[src/rtl/reg_bank_pkg.sv]
// Shared CPU definitions: datapath width, register indices, $sp reset value and
// the write-back destination-select encodings used by the decode mux and the bench.
package reg_bank_pkg;

    localparam int DATA_W       = 32;
    localparam int REG_IDX_W    = 5;
    localparam int NUM_REGS     = 1 << REG_IDX_W;
    localparam int NUM_RD_PORTS = 2;
    localparam int SP_INIT      = 227;

    typedef logic [REG_IDX_W-1:0] regIdx_t;

    localparam regIdx_t REG_ZERO = 5'd0;
    localparam regIdx_t REG_SP   = 5'd29;
    localparam regIdx_t REG_RA   = 5'd31;

    typedef enum logic [1:0] {
        DST_RT = 2'b00,
        DST_RD = 2'b01,
        DST_RA = 2'b10,
        DST_SP = 2'b11
    } dstSel_e;

    // Write-side control as seen by every read port for the bypass compare.
    typedef struct packed {
        logic    en;
        regIdx_t idx;
    } wrCtl_t;

    function automatic regIdx_t dstMux(input dstSel_e sel, input regIdx_t rt, input regIdx_t rd);
        regIdx_t idx;
        case (sel)
            DST_RT:  idx = rt;
            DST_RD:  idx = rd;
            DST_RA:  idx = REG_RA;
            default: idx = REG_SP;
        endcase
        return idx;
    endfunction

endpackage

[src/rtl/reg_bank_read_port.sv]
// One combinational read port: index decode, register-0 force and same-cycle
// write forwarding.
module reg_read_port
    import reg_bank_pkg::*;
#(
    parameter int WIDTH  = 32,
    parameter int NREGS  = 32,
    parameter bit BYPASS = 1'b1
) (
    input  logic [NREGS-1:0][WIDTH-1:0] bank,
    input  regIdx_t                     rdIdx,
    input  wrCtl_t                      wr,
    input  logic [WIDTH-1:0]            wrData,
    output logic [WIDTH-1:0]            rdData
);

    logic hit;

    // wr.en already excludes index 0 and reset, so only the index compare is left.
    assign hit = BYPASS && wr.en && (wr.idx == rdIdx);

    always_comb begin
        rdData = bank[rdIdx];
        if (hit)
            rdData = wrData;
        if (rdIdx == REG_ZERO)
            rdData = '0;
    end

endmodule

[src/rtl/reg_bank.sv]
// 32-entry register file, one write port and two combinational read ports,
// with an asynchronously reset bank ($sp resets to SP_INIT, all others to 0).
module reg_bank #(
    parameter int DATA_W  = reg_bank_pkg::DATA_W,
    parameter int SP_INIT = reg_bank_pkg::SP_INIT,
    parameter bit BYPASS  = 1'b1
) (
    input  logic                              clk,
    input  logic                              reset,
    input  logic                              reg_write,
    input  logic [reg_bank_pkg::REG_IDX_W-1:0] write_reg,
    input  logic [DATA_W-1:0]                 write_data,
    input  logic [reg_bank_pkg::REG_IDX_W-1:0] read_reg1,
    input  logic [reg_bank_pkg::REG_IDX_W-1:0] read_reg2,
    output logic [DATA_W-1:0]                 read_data1,
    output logic [DATA_W-1:0]                 read_data2
);
    import reg_bank_pkg::*;

    localparam logic [DATA_W-1:0] SP_RST = DATA_W'(SP_INIT);

    logic   [NUM_REGS-1:0][DATA_W-1:0]     bank;
    wrCtl_t                                wr;
    logic   [NUM_RD_PORTS-1:0][REG_IDX_W-1:0] rdIdx;
    logic   [NUM_RD_PORTS-1:0][DATA_W-1:0]    rdData;

    // Reset masks the write entirely, which also disables forwarding.
    always_comb begin
        wr.en  = reg_write && !reset && (write_reg != REG_ZERO);
        wr.idx = write_reg;
    end

    always_ff @(posedge clk or posedge reset) begin
        if (reset) begin
            for (int i = 0; i < NUM_REGS; i++)
                bank[i] <= (i == int'(REG_SP)) ? SP_RST : '0;
        end else if (wr.en) begin
            bank[wr.idx] <= write_data;
        end
    end

    assign rdIdx[0]   = read_reg1;
    assign rdIdx[1]   = read_reg2;
    assign read_data1 = rdData[0];
    assign read_data2 = rdData[1];

    for (genvar p = 0; p < NUM_RD_PORTS; p++) begin : g_rd
        reg_read_port #(
            .WIDTH  (DATA_W),
            .NREGS  (NUM_REGS),
            .BYPASS (BYPASS)
        ) u_port (
            .bank   (bank),
            .rdIdx  (rdIdx[p]),
            .wr     (wr),
            .wrData (write_data),
            .rdData (rdData[p])
        );
    end

endmodule

[config.mk]
export PLATFORM = sky130hd
export DESIGN_NAME = reg_bank
export DESIGN_NICKNAME = d
export VERILOG_FILES = /design/src/rtl/reg_bank_pkg.sv /design/src/rtl/reg_bank_read_port.sv /design/src/rtl/reg_bank.sv
export SDC_FILE = /design/constraint.sdc
export NUM_CORES = 2
export LEC_CHECK = 0
export ABC_AREA = 0
export CAP_MARGIN = 5
export CELL_PAD_IN_SITES_DETAIL_PLACEMENT = 1
export CELL_PAD_IN_SITES_GLOBAL_PLACEMENT = 1
export CORE_MARGIN = 8
export CORE_UTILIZATION = 24
export CTS_CLUSTER_DIAMETER = 150
export CTS_CLUSTER_SIZE = 8
export DETAILED_ROUTE_END_ITERATION = 6
export DONT_BUFFER_PORTS = 1
export GPL_TIMING_DRIVEN = 0
export HOLD_SLACK_MARGIN = 0.1
export PLACE_DENSITY_LB_ADDON = 0.2
export REMOVE_ABC_BUFFERS = 1
export SLEW_MARGIN = 20
export SYNTH_ARGS = -nofsm -noshare
export SYNTH_HDL_FRONTEND = slang
export SYNTH_SLANG_ARGS = --single-unit
[constraint.sdc]
create_clock -name clk -period 43.4 [get_ports clk]
set_clock_uncertainty 0.15 [all_clocks]
set_input_delay 0 -clock clk [delete_from_list [all_inputs] [get_ports clk]]
set_output_delay 0 -clock clk [all_outputs]
set_load 0.005 [all_outputs]
## After elaboration in Yosys (flattened, before gate mapping)

Cells that the tools add are included.

| word-level totals | value |
|---|---|
| register bits after elaboration | 1,024 |
| bits of input ports | 50 |
| output and inout port bits | 64 |

| operators by class | value |
|---|---|
| order comparisons | 4 |
| equality and inequality tests | 2 |
| muxes and demuxes | 11 |
| reduce and logical (&&, ||, !) cells | 9 |

Operators with widths:

| kind | number |
|---|---|
| $bwmux 1024 | 1 |
| $bmux 32 s5 | 2 |
| $mux 32 | 7 |
| $demux 32 s5 | 1 |
| $lt 5x6->1 const B | 3 |
| $eq 5x5->1 | 2 |
| $logic_not 5->1 | 2 |
| $ge 5x1->1 const B | 1 |
| $logic_and 1x1->1 | 5 |
| $reduce_bool 5->1 | 1 |
| $logic_not 1->1 | 1 |

## Longest topological paths before layout

| depth | value |
|---|---|
| depth in word-level cells | 6 |
| gate-level depth with buffers | 10 |
| depth with buffers taken out | 5 |

## Cells and area by module

Synthesis repeated with hierarchy kept, for this count alone.

| unflattened totals | value |
|---|---|
| cell total of the unflattened synthesis | 3,992 |
| area, all modules | 56,188.9 µm² |

By module, submodules not included:

| module | instances | cells an instance | area each (µm²) | seq. area each (µm²) |
|---|---|---|---|---|
| reg_bank | 1 | 2,288 | 38,009.0 | 25,630.8 |
| reg_read_port | 2 | 852 | 9,090.0 | 0.0 |

## Worst setup path after synthesis

Ideal clock, no wire load.

| timing path | value |
|---|---|
| path kind | input -> output |
| start point | in read_reg1[0] in the netlist's numbering |
| end point | out read_data1[10] |
| data arrival time | 1,639 ps |
| required time | 43,250 ps |
| slack | 41,611 ps |
| stages on the path | 7 |
| buffers on the path | 3 |
| path through | buf_2 buf_4 buf_2 mux4_2 nand3_1 o211ai_1 a221o_1 |

| on the way | value |
|---|---|
| word-level cells in the longest chain between the ends | 4 |
| elaborated cells between the ends (all ways) | 7 |
| those cells by class | 1 x eq/ne; 4 x mux; 2 x reduce/logical |

Ends and longest elaborated chain:

| item | line | text |
|---|---|---|
| start, declared | reg_bank.sv:13 | `input logic [reg_bank_pkg::REG_IDX_W-1:0] read_reg1,` |
| $bmux 32 s5 / $eq 5x5->1 (equally long branches) | reg_bank_read_port.sv:23, reg_bank_read_port.sv:20 |  |
| $mux 32 (implied by the code) / $logic_and 1x1->1 (equally long branches) | reg_bank_read_port.sv:23, reg_bank_read_port.sv:20 |  |
| $mux 32 | reg_bank_read_port.sv:24 | `if (hit)` |
| $mux 32 * | reg_bank_read_port.sv:26 | `if (rdIdx == REG_ZERO)` |
| end, declared | reg_bank.sv:15 | `output logic [DATA_W-1:0] read_data1,` |

Every way passes the cells marked *; elsewhere a longest branch is shown, timed or not. The select of a mux whose other input is x is not followed.

## Worst setup path in the final report

| timing path | value |
|---|---|
| start point | in reset |
| end point | reg bank[778] in the netlist's numbering |

| on the way | value |
|---|---|
| word-level cells in the longest chain between the ends | 3 |

Ends and longest elaborated chain:

| item | line | text |
|---|---|---|
| start, declared | reg_bank.sv:9 | `input logic reset,` |
| $logic_not 1->1 (no source line) | n/a |  |
| $logic_and 1x1->1 (2 in a row) | reg_bank.sv:29 | `wr.en = reg_write && !reset && (write_reg != REG_ZERO);` |
| end signal, assigned by index | reg_bank.sv:36 | `bank[i] <= (i == int'(REG_SP)) ? SP_RST : '0;` |
| end signal, assigned by index | reg_bank.sv:38 | `bank[wr.idx] <= write_data;` |
| end, declared | reg_bank.sv:22 | `logic [NUM_REGS-1:0][DATA_W-1:0] bank;` |

Every way passes these cells.
A chain may end at the register's enable or synchronous reset.

==> flow_summary.toml <==
[grt]
grt_first_pass_wirelength_um = 315400
grt_max_degree = 350
antenna_found_initial = 7
grt-ovfl-total = 0
grt_use_total_pct = 17.34
grt_pass1_vias = 39456

[cts]
clockRootBuffer = "clkbuf_16"
cts_buffers = 145
clk_pin_slew_worst_paths_ns = 0.05
clock_sinks = 1024
cts_tree = "built"
post_cts_resized = 0
clockBufferDepth = 3
clk_latency_ns = 0.78
htreeDepth = 4

[die]
die_y_um = 498.7
num_io_pins = 114
row_count = 177
core_area_um2 = 232100
die_w_um = 498.7
initial_core_util_pct = 24.09
dieArea_um2 = 248700

[place]
preCtsSetupSlack_ns = 40.28
port_buffers = 0
hpwl_um = 127400
gp_congestion = 0.6986

[cells_and_area]
finalNetCount = 3942
nFillCells = 24373
reg_top3 = "bank (1024)"
layout-drive-gt1-share_pct = 46.45
area_growth_pct = 17.63
top_register = "bank"
largest_reg_flops = 1024

[synth]
yosysSeqAreaShare_pct = 45.83
synth-main-ff-cell = "dfrtp_1"
yosys-top-cells-area = "dfrtp_1 (46%), mux2_2 (20%), mux4_2 (17%), mux2i_1 (4.0%), buf_2 (1.3%)"
synth_cells = 3942
synth_enable_flop_cells = 0
async_flop_share_pct = 100.0
syn_area_per_cell_um2 = 14.19
synth_cell_type_count = 70
ys_warn_count = 0
yosysTopAreaCell = "dfrtp_1"
ys_ff_latch = 1024
syn-cell-area_um2 = 55920
yosysTopAreaCellShare_pct = 45.60

[timing]
final_hold_viol_count = 0
min_period_over_period_pct = 9.761
setup_viol = 0
fin_ws_ns = 39.16
rsz0062_at_grt = "false"
fin_tns_setup_ns = 0
drv_slew = 0
fmax_mhz = 236.1
min_period_ns = 4.236
slew_headroom_pct = 0.4625
worstMarginPinSlew_ns = 1.493

[routing]
drc = 0
routed_via_density = 5.154
wire_per_inst_um = 31.28
wl_met2_um = 105600
drt_iter0_drc = 2010
antenna_left = 0
route.vias.total = 35982
wirelength_um = 218400
top_layer = "met4"
drt-met1-wl_um = 95210
dr.pass1.iters = 5
wl_met3_um = 9827

[setup_path]
crit_required_ns = 43.93
critPathMaxFanout = 7
path_cells = "dlygate4sd3_1 -> dlygate4sd3_1 -> nand2b_1 -> nor4_4 -> dlygate4sd3_1 -> nand4b_1 -> buf_6 -> buf_8 -> buf_6 -> mux2_2 -> dlygate4sd3_1"
reg2reg_slack_ns = 41.91
cpPeakStageDelay_ns = 0.86
arrival_ns = 4.77
crit_path_end_kind = "register"
worst_setup_path_start_kind = "input pin"
critPathKind = "input pin to register"
slowest_stage = "dlygate4sd3_1"
critPathMostFrequentCell = "dlygate4sd3_1"

[power]
ir_worst_vdd_mv = 0.04116
powerDensity_nw_per_um2 = 40.38
p_leak_nw = 28.44

[run_status]
status = "finished, final reports clean"

[worst_hold_path]
min_path_type = "input pin to output pin"

[flow_run]
max_cap_violations = 0
stage by stage:
step	instance area (um2)	total power, mW	cells	utilization [%]	hold WS (ns)
finish	65780	2.656	6981	28.34	0.06816
global placement	57460	1.548	6543	24.76	0.004466
CTS	65580	2.680	6954	28.26	0.1033
floorplan	53650	1.452	3500	-	-0.04771
global route	65770	2.782	6977	28.34	0.1031
detailed placement	60230	1.569	6658	25.95	-0.2930
cell families (layout without fill, tap and decap cells):
group / Yosys count / count (layout) / synth area share [%]
buf+inv: 448 / 437 / 4.101
compound gates: 431 / 431 / 5.578
other cells: 0 / 7 / 0
xor+xnor: 10 / 10 / 0.1566
mux: 1646 / 1646 / 41.11
simple gates: 383 / 383 / 3.224
flops: 1024 / 1024 / 45.83
report_power, final:
group | leakage, nW | internal (mW) | switching (mW)
Sequential | 13.6 | 1.08 | 0.0875
Clock | 1.93 | 0.613 | 0.447
Combinational | 12.9 | 0.249 | 0.181
Total | 28.4 | 1.94 | 0.716
placed cells by master (no fill, tap or decap), types with 16 or more instances in the layout:
master | synthesis | final
o211ai_1 | 31 | 31
mux2i_1 | 222 | 222
a211oi_1 | 26 | 26
nor2_1 | 110 | 92
clkbuf_16 | 0 | 149
nand2_1 | 123 | 107
dlygate4sd3_1 | 0 | 70
mux2_2 | 1005 | 1005
a22oi_1 | 34 | 34
buf_2 | 150 | 27
a221o_1 | 28 | 28
a211o_1 | 26 | 26
o21ai_0 | 56 | 55
clkbuf_1 | 197 | 26
buf_6 | 30 | 19
a221oi_1 | 58 | 58
dfrtp_1 | 1019 | 1019
buf_12 | 2 | 61
nor3_1 | 37 | 36
nand2_4 | 0 | 16
mux4_2 | 412 | 412
and3_1 | 31 | 31
o22ai_1 | 29 | 29
buf_16 | 0 | 58
a21oi_1 | 76 | 75
per-layer routing:
| metal | vias to the layer above | GRT usage (%) |
|---|---|---|
| met5 | - | 0 |
| met4 | 0 | 5.715 |
| met3 | 306 | 3.200 |
| met2 | 766 | 28.99 |
| met1 | 19828 | 22.68 |
| li1 | 15082 | - |
cell usage after synthesis (5+ instances only):
| library cell | count |
|---|---|
| a221oi_1 | 58 |
| dfrtp_1 | 1019 |
| dfstp_2 | 5 |
| o22a_1 | 7 |
| nand2b_1 | 16 |
| buf_4 | 32 |
| a31oi_1 | 5 |
| and3_1 | 31 |
| o21bai_1 | 15 |
| a21oi_1 | 76 |
| a22oi_1 | 34 |
| o22ai_1 | 29 |
| nand3_1 | 14 |
| a221o_1 | 28 |
| xnor2_1 | 7 |
| nor2_1 | 110 |
| o211ai_1 | 31 |
| a211oi_1 | 26 |
| nor4_1 | 8 |
| buf_2 | 150 |
| nand2_1 | 123 |
| a211o_1 | 26 |
| o21ai_0 | 56 |
| mux4_2 | 412 |
| a32oi_1 | 5 |
| nor2b_1 | 9 |
| buf_1 | 26 |
| or2_2 | 6 |
| mux4_1 | 6 |
| mux2_2 | 1005 |
| buf_6 | 30 |
| a2111oi_0 | 6 |
| clkbuf_1 | 197 |
| mux2i_1 | 222 |
| nor3_1 | 37 |
critical path: cells and delay by family:
kind	cells	cell delay [ns]
muxes	1	0.27
buffers and inverters	7	3.30
and+or+nand+nor	3	1.18
worst paths after layout:
check | start | endpoint | cells past startpoint
setup / recovery | reset | bank[778]$_DFFE_PP0P_ | 11
hold / removal | write_data[20] | read_data1[20] | 1
setup reg to reg | bank[635]$_DFFE_PP0P_ | bank[635]$_DFFE_PP0P_ | 2
hold reg to reg | bank[25]$_DFFE_PP0P_ | bank[25]$_DFFE_PP0P_ | 0
max in group asynchronous | reset | bank[935]$_DFFE_PP1P_ | 8
min in group asynchronous | reset | bank[319]$_DFFE_PP0P_ | 4
timing repair:
item / in CTS / in global routing
endpoints found under the setup margin: 0 / 0
endpoints found under the hold margin: 1371 / 434
hold buffers: 110 / 14
buffers inserted: 0 / 0
final cells by class:
cell class                      count  area (um2)  area share, %
Multi-Input combinational cell   2470       28320          43.05
Inverter                            6       41.29        0.06277
Clock buffer                      175        3826          5.817
Sequential cell                  1024       25630          38.96
Timing Repair Buffer              245        4000          6.081
Antenna cell                        7       17.52        0.02663
Tap cell                         3043        3807          5.788
Clock inverter                     11       137.6         0.2092
(Power assumes the default switching activity.)
